File: src/rtl/servo_slew_ctrl.sv
// -----------------------------------------------------------------------------
// servo_slew_ctrl
//   Slew-rate limiter in front of the servo PWM generator. Accepts a target
//   pulse width over a valid/ready handshake, clamps it to the legal range and
//   walks the output width toward it by at most STEP per PWM frame. The width
//   only changes on frame boundaries, so the PWM generator sees exactly one
//   width per frame. After the width has held at the target for HOLD_FRAMES
//   frames, a one-cycle done pulse is issued and the block returns to idle.
//
// Ports
//   clkin       system clock, rising edge
//   rstn        asynchronous active-low reset
//   tgt_in      requested width (unsigned)
//   tgt_valid   tgt_in is valid
//   tgt_ready   target can be accepted (idle or holding)
//   cntout      current width to the PWM generator (registered)
//   frame_tick  one-cycle pulse at each frame boundary (registered)
//   busy        high while ramping or holding
//   done        one-cycle pulse when the hold period completes
// -----------------------------------------------------------------------------
module servo_slew_ctrl #(
   parameter int unsigned FRAME_LEN   = 1500,
   parameter int unsigned MIN_W       = 50,
   parameter int unsigned MAX_W       = 250,
   parameter int unsigned INIT_W      = 150,
   parameter int unsigned STEP        = 1,
   parameter int unsigned HOLD_FRAMES = 4
) (
   input  logic       clkin,
   input  logic       rstn,
   input  logic [7:0] tgt_in,
   input  logic       tgt_valid,
   output logic       tgt_ready,
   output logic [7:0] cntout,
   output logic       frame_tick,
   output logic       busy,
   output logic       done
);

   localparam int unsigned FCW = (FRAME_LEN > 1) ? $clog2(FRAME_LEN) : 1;
   localparam int unsigned HCW = (HOLD_FRAMES > 1) ? $clog2(HOLD_FRAMES) : 1;

   localparam logic [FCW-1:0] FC_LAST   = FCW'(FRAME_LEN - 1);
   localparam logic [HCW-1:0] HOLD_LAST = HCW'(HOLD_FRAMES - 1);
   localparam logic [8:0]     MIN9      = 9'(MIN_W);
   localparam logic [8:0]     MAX9      = 9'(MAX_W);
   localparam logic [8:0]     STEP9     = 9'(STEP);
   localparam logic [7:0]     INIT8     = 8'(INIT_W);

   // Encoding is {busy, ramping}: busy and tgt_ready come straight off state
   // flops, so both are registered and glitch-free with no extra decode.
   typedef enum logic [1:0] {
      S_IDLE = 2'b00,
      S_HOLD = 2'b10,
      S_RAMP = 2'b11
   } state_e;

   state_e           state_q;
   logic [FCW-1:0]   fcnt_q;
   logic             frame_tick_q;
   logic [7:0]       cnt_q;
   logic [7:0]       target_q;
   logic [HCW-1:0]   hold_q;
   logic             done_q;

   logic [8:0]       clamp_d;
   logic [8:0]       next_w_d;
   logic [8:0]       tgt9;
   logic [8:0]       cur9;
   logic [8:0]       target9;
   logic [8:0]       diff9;
   logic [8:0]       mag9;
   logic             up;
   logic             xfer;

   assign xfer = tgt_valid & ~state_q[0];

   // Clamp and step arithmetic in 9 bits so differences never wrap.
   // NOTE: every combinational output gets a default before any branch;
   // otherwise a missed path infers a latch.
   always_comb begin
      tgt9    = {1'b0, tgt_in};
      cur9    = {1'b0, cnt_q};
      target9 = {1'b0, target_q};
      clamp_d = tgt9;
      if (tgt9 < MIN9)      clamp_d = MIN9;
      else if (tgt9 > MAX9) clamp_d = MAX9;
      up       = target9 > cur9;
      diff9    = up ? (target9 - cur9) : (cur9 - target9);
      // Partial last step: never overshoot the target.
      mag9     = (diff9 < STEP9) ? diff9 : STEP9;
      next_w_d = up ? (cur9 + mag9) : (cur9 - mag9);
   end

   // Free-running frame counter; the tick is registered, so it is high on the
   // cycle after the counter reads FRAME_LEN-1 (i.e. while it reads 0).
   // NOTE: sequential state uses non-blocking assignments only, so every
   // flop samples pre-edge values regardless of statement order.
   always_ff @(posedge clkin or negedge rstn) begin
      if (!rstn) begin
         fcnt_q       <= '0;
         frame_tick_q <= 1'b0;
      end else begin
         frame_tick_q <= (fcnt_q == FC_LAST);
         if (fcnt_q == FC_LAST) fcnt_q <= '0;
         else                   fcnt_q <= fcnt_q + 1'b1;
      end
   end

   // Control FSM. A transfer takes priority over a coincident frame tick:
   // that tick neither moves the width nor counts as a hold frame.
   always_ff @(posedge clkin or negedge rstn) begin
      if (!rstn) begin
         state_q  <= S_IDLE;
         cnt_q    <= INIT8;
         target_q <= INIT8;
         hold_q   <= '0;
         done_q   <= 1'b0;
      end else begin
         done_q <= 1'b0;
         if (xfer) begin
            target_q <= clamp_d[7:0];
            hold_q   <= '0;
            state_q  <= (clamp_d == cur9) ? S_HOLD : S_RAMP;
         end else if (frame_tick_q) begin
            case (state_q)
               S_RAMP: begin
                  cnt_q <= next_w_d[7:0];
                  if (next_w_d == target9) begin
                     state_q <= S_HOLD;
                     hold_q  <= '0;
                  end
               end
               S_HOLD: begin
                  if (hold_q == HOLD_LAST) begin
                     done_q  <= 1'b1;
                     hold_q  <= '0;
                     state_q <= S_IDLE;
                  end else begin
                     hold_q <= hold_q + 1'b1;
                  end
               end
               default: ;
            endcase
         end
      end
   end

   assign cntout     = cnt_q;
   assign frame_tick = frame_tick_q;
   assign busy       = state_q[1];
   assign tgt_ready  = ~state_q[0];
   assign done       = done_q;

endmodule

File: config.mk
export PLATFORM = sky130hd
export DESIGN_NAME = servo_slew_ctrl
export DESIGN_NICKNAME = d
export VERILOG_FILES = /design/src/rtl/servo_slew_ctrl.sv
export SDC_FILE = /design/constraint.sdc
export NUM_CORES = 1
export LEC_CHECK = 0
export CAP_MARGIN = 20
export CORE_MARGIN = 5
export CORE_UTILIZATION = 25
export CTS_BUF_LIST = sky130_fd_sc_hd__clkbuf_16
export CTS_CLUSTER_DIAMETER = 120
export CTS_CLUSTER_SIZE = 8
export DETAILED_ROUTE_END_ITERATION = 10
export HOLD_SLACK_MARGIN = 0.12
export RECOVER_POWER = 50
export SLEW_MARGIN = 20
export SYNTH_ARGS = -nofsm -noshare
export SYNTH_HDL_FRONTEND = slang
export SYNTH_SLANG_ARGS = --single-unit
File: constraint.sdc
create_clock -name clkin -period 9.2 [get_ports clkin]
set_input_delay 1.84 -clock clkin [delete_from_list [all_inputs] [get_ports clkin]]
set_output_delay 1.84 -clock clkin [all_outputs]
set_load 0.05 [all_outputs]
======== Yosys cells after proc, flatten, opt, wreduce, memory -nomap -nowiden ========
Cells that the tools add are included.
operators by class
  bitwise logic cells ..................... 3
  equality and inequality tests ........... 8
  reduce and logical (&&, ||, !) cells .... 5
  $lt $le $gt $ge ......................... 4
  multiplexer cells ....................... 21
  add/subtract/negate cells ............... 6
operators by type and width
  cell                     count
  $mux W9                  4
  $eq A9 B8 Y1             2
  $sub A8 B8 Y9            2
  $mux W2                  8
  $add A11 B1 Y11 const B  1
  $eq A11 B11 Y1 const B   1
  $mux W11                 1
  $add A8 B9 Y9            1
  $lt A9 B1 Y1 const B     1
  $sub A8 B9 Y9            1
  $gt A8 B8 Y1             1
  $gt A8 B8 Y1 const B     1
  $lt A8 B6 Y1 const B     1
  $mux W8                  1
  $pmux W2 S2              2
  $eq A2 B2 Y1 const B     3
  $ne A3 B3 Y1 const B     2
  $reduce_and A3 Y1        2
  $mux W1                  5
  $reduce_and A4 Y1        1
  $reduce_bool A3 Y1       1
  $add A2 B1 Y2 const B    1
  $not A1 Y1               2
  $reduce_bool A2 Y1       1
  $and A1 B1 Y1            1
storage, ports and cells
  word-level logic and storage cells ...... 54
  flip-flop bits (word level) ............. 33
  output and inout port bits .............. 12
  input port bits ......................... 11

======== Logic depth before layout (Yosys ltp) ========
Gate-level depths: netlist of the first run.
  depth after elaboration ................. 11
  gate-level depth with buffers ........... 21
  depth with buffers taken out ............ 20

======== Least setup slack after synthesis of the first run ========
OpenSTA, ideal clock, no wires.
  path type ............................... reg2reg
  start ................................... register cnt_q[0], in the netlist cntout[0]
  end ..................................... register hold_q[0]
  clock period less this slack ............ 5.091 ns
  cell stages (with the launch flop) ...... 19
  required time ........................... 9.057 ns
  setup slack ............................. 4.109 ns
  buffers on the path ..................... 0
  library setup time ...................... 0.143 ns
  arrival time ............................ 4.947 ns
  cell sequence ........................... dfrtp_1 > inv_1 > ha_1 > fa_1 > nor2b_1 > o31a_1 > a21oi_1 > or4b_1 > or4_1 > o2bb2ai_1 > ha_1 > and2_1 > fa_1 > nor2b_1 > o221a_2 > nor4_1 > a311o_1 > nor4_1 > a31oi_1
on the way
  word-level cells in the longest chain between the ends .. 9
  elaborated cells between the ends (all ways) .. 12
  classes of those cells .................. add/sub: 4; order compare: 2; eq/ne: 2; mux: 3; reduce/logical: 1
ends and longest elaborated chain
  what                                            RTL line  source
  start: declaration                              61        logic [7:0] cnt_q;
  start signal: assignment                        128       cnt_q <= next_w_d[7:0];
  $sub A8 B8 Y9 or $gt A8 B8 Y1 (tied branches)   89, 88
  $mux W9                                         89        diff9 = up ? (target9 - cur9) : (cur9 - target9);
  $lt A9 B1 Y1                                    91        mag9 = (diff9 < STEP9) ? diff9 : STEP9;
  $mux W9                                         91
  $sub A8 B9 Y9 or $add A8 B9 Y9 (tied branches)  92        next_w_d = up ? (cur9 + mag9) : (cur9 - mag9);
  $mux W9 *                                       92
  $eq A9 B8 Y1 *                                  129       if (next_w_d == target9) begin
  $ne A3 B3 Y1 (no line) *                        --
  $reduce_and A3 Y1 (no line) *                   --
  end signal: assignment                          140       hold_q <= hold_q + 1'b1;
  end: declaration                                63        logic [HCW-1:0] hold_q;
Mark *: on every way between the ends. The rest lies on a longest branch, timed or not.
A chain may end at the register's enable or synchronous reset.

======== Final worst setup path of the first run ========
  start ................................... register cnt_q[4], in the netlist cntout[4]
  end ..................................... register hold_q[1]
Same word-level chain as after synthesis.

==> impl_metrics.ini, run 1 <==
[critical_path]
crit_arrival_ps = 5470
path_max_fanout = 10
required_ps = 9320
start_kind = register
setup.worst_path.class = register to register
endpoint_kind = register

[global_routing]
antenna_found_initial = 0
grt_overflow_total = 0
grt.total_usage_pct = 10.6
grt_pass1_vias = 2589
grt_max_degree = 34
grt_first_pass_wirelength_um = 12700

[logic_synthesis]
ys_seq_area_share_pct = 27.9
synth_ff_type = dfrtp_1
syn_nets = 392
synth_cell_types = 61
syn_avg_cell_area_um2 = 8.55
ys_ff_latch = 33
yosysWarnings = 0
syn_area_um2 = 3000
async_flop_share_pct = 100
synth_edf_count = 0
syn_inst = 351

[sta]
slew_headroom_pct = -20.1
clock_skew_ps = 4.45
tightest_slew_ps = 1800
period_minus_slack_ps = 5340
setup_violations = 0
rsz0062_at_grt = no
max_freq_ghz = 0.187
maxSlewViolCount = 34
hold_violations = 0
fin_crit_sh_pct = 58.1
tns_ps = 0

[power]
p_per_area_nw_per_um2 = 108
p_leak_nw = 1.46
irDropWorstVdd_mv = 0.119
finalPower_uw = 374

[route]
num_vias = 2644
drc = 0
drt_pass1_iterations = 4
via_per_inst = 5.11
drtAntennaViolNets = 0
wl_per_cell_um = 14.7
totalWireLength_um = 7580
drt_iter0_markers = 123

[placement]
gp_congestion = 0.870
hpwlAfterDp_um = 5950
port_buffers = 22

[cts]
hold_buffers = 0
clockBufferDepth = 2
cts_tree = yes
cts.reportedPaths.clkPinSlew_ps = 50
clock-sinks = 33
ctsRootBufferMaster = clkbuf_16
htree_levels = 2
clk_latency_ps = 270
postCtsSetupBuffers = 0
cts_made_buffers = 5
post_cts_resized = 0

[cells_and_area]
fin_util_pct = 29.2
area_delta_synth_final_pct = 15.8
drive_above_1_share_pct = 7.30
antennaDiodeCount = 0
finalNetCount = 410

[floorplan]
core_um2 = 11900
die_w_um = 120
initial_core_util_pct = 25.2
pin_count = 23
die_h_um = 120
die_area_um2 = 14300
row_count = 40

[min_path]
hp-class = register to register

[run_status]
status = finished with violations
violations = capacitance limit, slew limit

[run]
drv_cap = 1
-- cells by family after synthesis --
| logic type | share of synthesized area (%) |
|---|---|
| compound gates | 23.2 |
| simple gates | 18.5 |
| xor+xnor | 10.1 |
| mux | 1.75 |
| buf+inv | 5.17 |
| other cells | 0.125 |
| fa+ha+maj | 13.3 |
| flops | 27.9 |
-- per-layer routing --
metal  vias to the layer above  track usage [%]  wire length, um
met3                         8             1.70              340
met2                        68             18.1             3610
met1                      1273             14.3             3590
met5                         -                0                0
met4                         0             1.72               48
li1                       1295                -                -
-- cell type report --
class,count,area (um^2)
fill,1260,8440
multi-input combinational,282,2000
inverter,24,90.1
clock buffer,5,125
sequential,33,836
clock inverter,3,13.8
timing repair buffer,23,224
tap,147,184
-- worst max-delay path, cell delays in order, from the launching register on --
cell	delay, ps
dfstp_2	580
inv_1	110
ha_1	460
a21o_1	250
a211oi_2	220
o2111ai_1	120
or4b_1	480
or4_1	500
o2bb2ai_1	170
ha_1	240
and2_1	170
fa_1	430
nor2b_1	170
o221a_2	270
nor4_1	60
a311o_1	320
nor4_1	480
a31oi_1	170
-- sequential cells by signal, summed over array words and instances (netlist names) --
| signal | flops |
|---|---|
| fcnt_q | 11 |
| done | 1 |
| hold_q | 2 |
| target_q | 8 |
| cntout | 8 |
| frame_tick | 1 |
| state_q | 2 |
-- cell usage in the layout (no fill, tap or decap), types with 4 or more instances in the layout --
cell / count
nand2_1: 34
o21ai_0: 29
ha_1: 27
nor2_1: 26
inv_1: 25
dfrtp_1: 25
clkdlybuf4s50_1: 21
a21oi_1: 20
xnor2_1: 14
xor2_1: 13
nand3_1: 11
nor2b_1: 8
dfstp_2: 8
nor3_1: 7
a31oi_1: 5
a21o_1: 5
o21a_1: 5
nor4_1: 5
clkbuf_16: 5
o211ai_1: 4
o2111ai_1: 4
nand2b_1: 4
-- worst paths after layout --
check                                           start                 endpoint  slack (ps)  depth (start not counted)
worst max-delay path            cntout[4]$_DFFE_PN1P_    hold_q[1]$_DFFE_PN0P_        3860                         17
worst min-delay path              fcnt_q[0]$_DFF_PN0_      fcnt_q[0]$_DFF_PN0_         470                          1
worst max register to register  cntout[4]$_DFFE_PN1P_    hold_q[1]$_DFFE_PN0P_        3860                         17
worst min register to register    fcnt_q[0]$_DFF_PN0_      fcnt_q[0]$_DFF_PN0_         470                          1
max in group asynchronous                        rstn  target_q[0]$_DFFE_PN0P_        5570                          2
min in group asynchronous                        rstn      fcnt_q[0]$_DFF_PN0_        2590                          2
-- metrics by stage --
| stage | area [um^2] | hold slack, ps | cells | setup WS, ps |
|---|---|---|---|---|
| 2_1_floorplan | 3000 | 433 | 351 | 4110 |
| 3_3_place_gp | 3350 | 449 | 509 | 4010 |
| 3_5_place_dp | 3350 | 469 | 509 | 3910 |
| 4_1_cts | 3490 | 476 | 517 | 3880 |
| 5_1_grt | 3480 | 491 | 517 | 3430 |
| 6_report | 3480 | 466 | 517 | 3860 |
-- power breakdown --
group	switching (mW)	internal, mW
clock	0.0594	0.0981
combinational	0.0337	0.0272
sequential	0.00574	0.150
total	0.0988	0.275
-- cells in the mapped netlist (2+ instances only) --
cell	number	area share, %
fa_1	3	2.0
o22ai_1	3	0.63
dfstp_2	8	7.0
o32ai_1	2	0.58
inv_1	24	3.0
buf_4	3	0.75
or3_1	2	0.42
nor4b_1	2	0.58
a22oi_1	2	0.50
nand2_1	34	4.3
or2_2	3	0.63
o21ai_0	29	4.8
nand3b_1	2	0.50
mux2_2	2	0.75
mux2i_1	3	1.0
xnor2_1	14	4.1
nor4_1	4	0.83
o2bb2ai_1	2	0.58
clkbuf_1	7	0.88
o211ai_1	4	1.0
xor2_1	13	3.8
o21a_1	5	1.3
o21bai_1	2	0.50
nor2b_1	8	1.7
a31oi_1	5	1.0
dfrtp_1	25	21
a21oi_1	20	3.3
xnor3_1	3	2.3
nand3_1	11	1.8
a21o_1	5	1.3
o2111ai_1	4	1.2
ha_1	27	11
o221a_2	2	0.75
o31a_1	3	0.88
nand2b_1	4	0.83
and3_1	2	0.42
a21bo_2	3	1.0
a32oi_1	2	0.58
nor2_1	26	3.3
nor3_1	7	1.2
(Power assumes the default switching activity.)
==> inputs of run 2 (changes only) <==
- clock period: 9.2 -> 5.1 ns (I/O delays scaled with it)
==> impl_metrics.ini, run 2 (synthesized netlist as in run 1, its figures left out) <==
[run_status]
status = finished with violations
violations = capacitance limit, slew limit

[global_routing]
grt_pass1_vias = 2643
grt_overflow_total = 0
antenna_found_initial = 0
grt.total_usage_pct = 10.9
grt_first_pass_wirelength_um = 12900
grt_max_degree = 34

[sta]
maxSlewViolCount = 34
tns_ps = 0
fin_crit_sh_pct = 94.7
holdWs_ps = 461
setup_violations = 0
finalWorstSetupSlack_ps = 270
slew_headroom_pct = -24.2
tightest_slew_ps = 1860
clock_skew_ps = 2.44
period_minus_slack_ps = 4830
max_freq_ghz = 0.207
hold_violations = 0

[cells_and_area]
antennaDiodeCount = 0
finalNonFillerCells = 532
regMostFlops = fcnt_q
drive_above_1_share_pct = 13.2
mostFrequentLayoutCells = nand2_1 (34), o21ai_0 (29), nor2_1 (26), ha_1 (26)
area_delta_synth_final_pct = 20.6
layout_commonest_cell = nand2_1
largest_reg_flops = 11
finalNetCount = 425

[floorplan]
die_area_um2 = 14300
initial_core_util_pct = 25.2
die_h_um = 120
die_w_um = 120
pin_count = 23
core_um2 = 11900
row_count = 40

[power]
finalPower_uw = 690
p_per_area_nw_per_um2 = 191
irDropWorstVdd_mv = 0.125
p_leak_nw = 1.52

[min_path]
hp-class = register to register
min-delay-start = fcnt_q[0]$_DFF_PN0_

[placement]
gp_congestion = 0.868
port_buffers = 22
dp_slack_ps = 94.6
dp.cells = 521
hpwlAfterDp_um = 6140

[cts]
hold_buffers = 0
cts.reportedPaths.clkPinSlew_ps = 50
clock-sinks = 33
cts_made_buffers = 5
clk_latency_ps = 280
clockBufferDepth = 2
cts_tree = yes
ctsRootBufferMaster = clkbuf_16
htree_levels = 2

[critical_path]
crit_start = cntout[1]$_DFFE_PN1P_
timing.rr.start = cntout[1]$_DFFE_PN1P_
crit_end = hold_q[0]$_DFFE_PN0P_
setup.worst_path.class = register to register
start_kind = register
required_ps = 5240
endpoint_kind = register
r2r_cells = 18
path_max_fanout = 4
crit_arrival_ps = 4970
regToRegEndpoint = hold_q[0]$_DFFE_PN0P_
reg2reg_slack_ps = 270

[route]
wl_met2_um = 3570
met1_length_um = 3630
totalWireLength_um = 7810
drc = 0
drt_iter0_markers = 238
num_vias = 2693
wl_per_cell_um = 14.7
via_per_inst = 5.06
drtAntennaViolNets = 0
routed.top_layer = met4
drt_pass1_iterations = 4
routed-wl-met3_um = 473

[run]
drv_cap = 1
==> run 2: worst max-delay path, cell delays in order, from the launching register on <==
cell       delay, ps
dfstp_2          520
inv_1            120
fa_2             440
nor2b_2          150
o31a_1           180
a21oi_1           50
or4b_1           520
or4_1            510
o2bb2ai_1        170
ha_1             240
and2_1           170
inv_1             70
ha_1             210
nor2b_1          140
o221a_2          290
o31a_1           290
xnor3_1          200
nor3_2           310
a31oi_1          130
==> run 2: where the power goes <==
| group | switching [mW] | total, mW | internal, mW |
|---|---|---|---|
| clock | 0.116 | 0.295 | 0.179 |
| combinational | 0.0633 | 0.115 | 0.0520 |
| sequential | 0.00946 | 0.280 | 0.270 |
| total | 0.189 | 0.690 | 0.501 |
==> run 2: how the worst min path moves through the flow <==
| stage | endpoint | slack [ps] | cells past startpoint |
|---|---|---|---|
| finish | fcnt_q[0]$_DFF_PN0_ | 460 | 1 |
| CTS | fcnt_q[0]$_DFF_PN0_ | 460 | 1 |
| global route | fcnt_q[0]$_DFF_PN0_ | 510 | 1 |
| detailed placement | fcnt_q[0]$_DFF_PN0_ | 460 | 1 |
| floorplan | fcnt_q[0]$_DFF_PN0_ | 430 | 1 |
| global placement | fcnt_q[0]$_DFF_PN0_ | 450 | 1 |
==> run 2: cell type report <==
cell class                      instances  area [um^2]
Tap cell                              147          184
Clock buffer                            5          125
Inverter                               24         90.1
Fill cell                            1266         8290
Multi-Input combinational cell        282         2030
Clock inverter                          3         17.5
Sequential cell                        33          837
Timing Repair Buffer                   38          337
==> run 2: through the flow <==
step                area (um^2)  utilization [%]
global placement           3440             28.9
floorplan                  3000                -
finish                     3620             30.4
CTS                        3580             30.1
detailed placement         3440             28.9
global route               3620             30.4
==> run 2: per-layer routing <==
layer / track usage (%) / up-vias
li1: - / 1330
met1: 14.8 / 1266
met2: 17.5 / 82
met3: 1.74 / 15
met4: 3.65 / 0
met5: 0 / -
==> run 2: repair_timing <==
| action | in CTS | in global routing |
|---|---|---|
| setup endpoints to repair | 0 | 3 |
| buffers inserted | 0 | 3 |
| resized for setup | 0 | 8 |
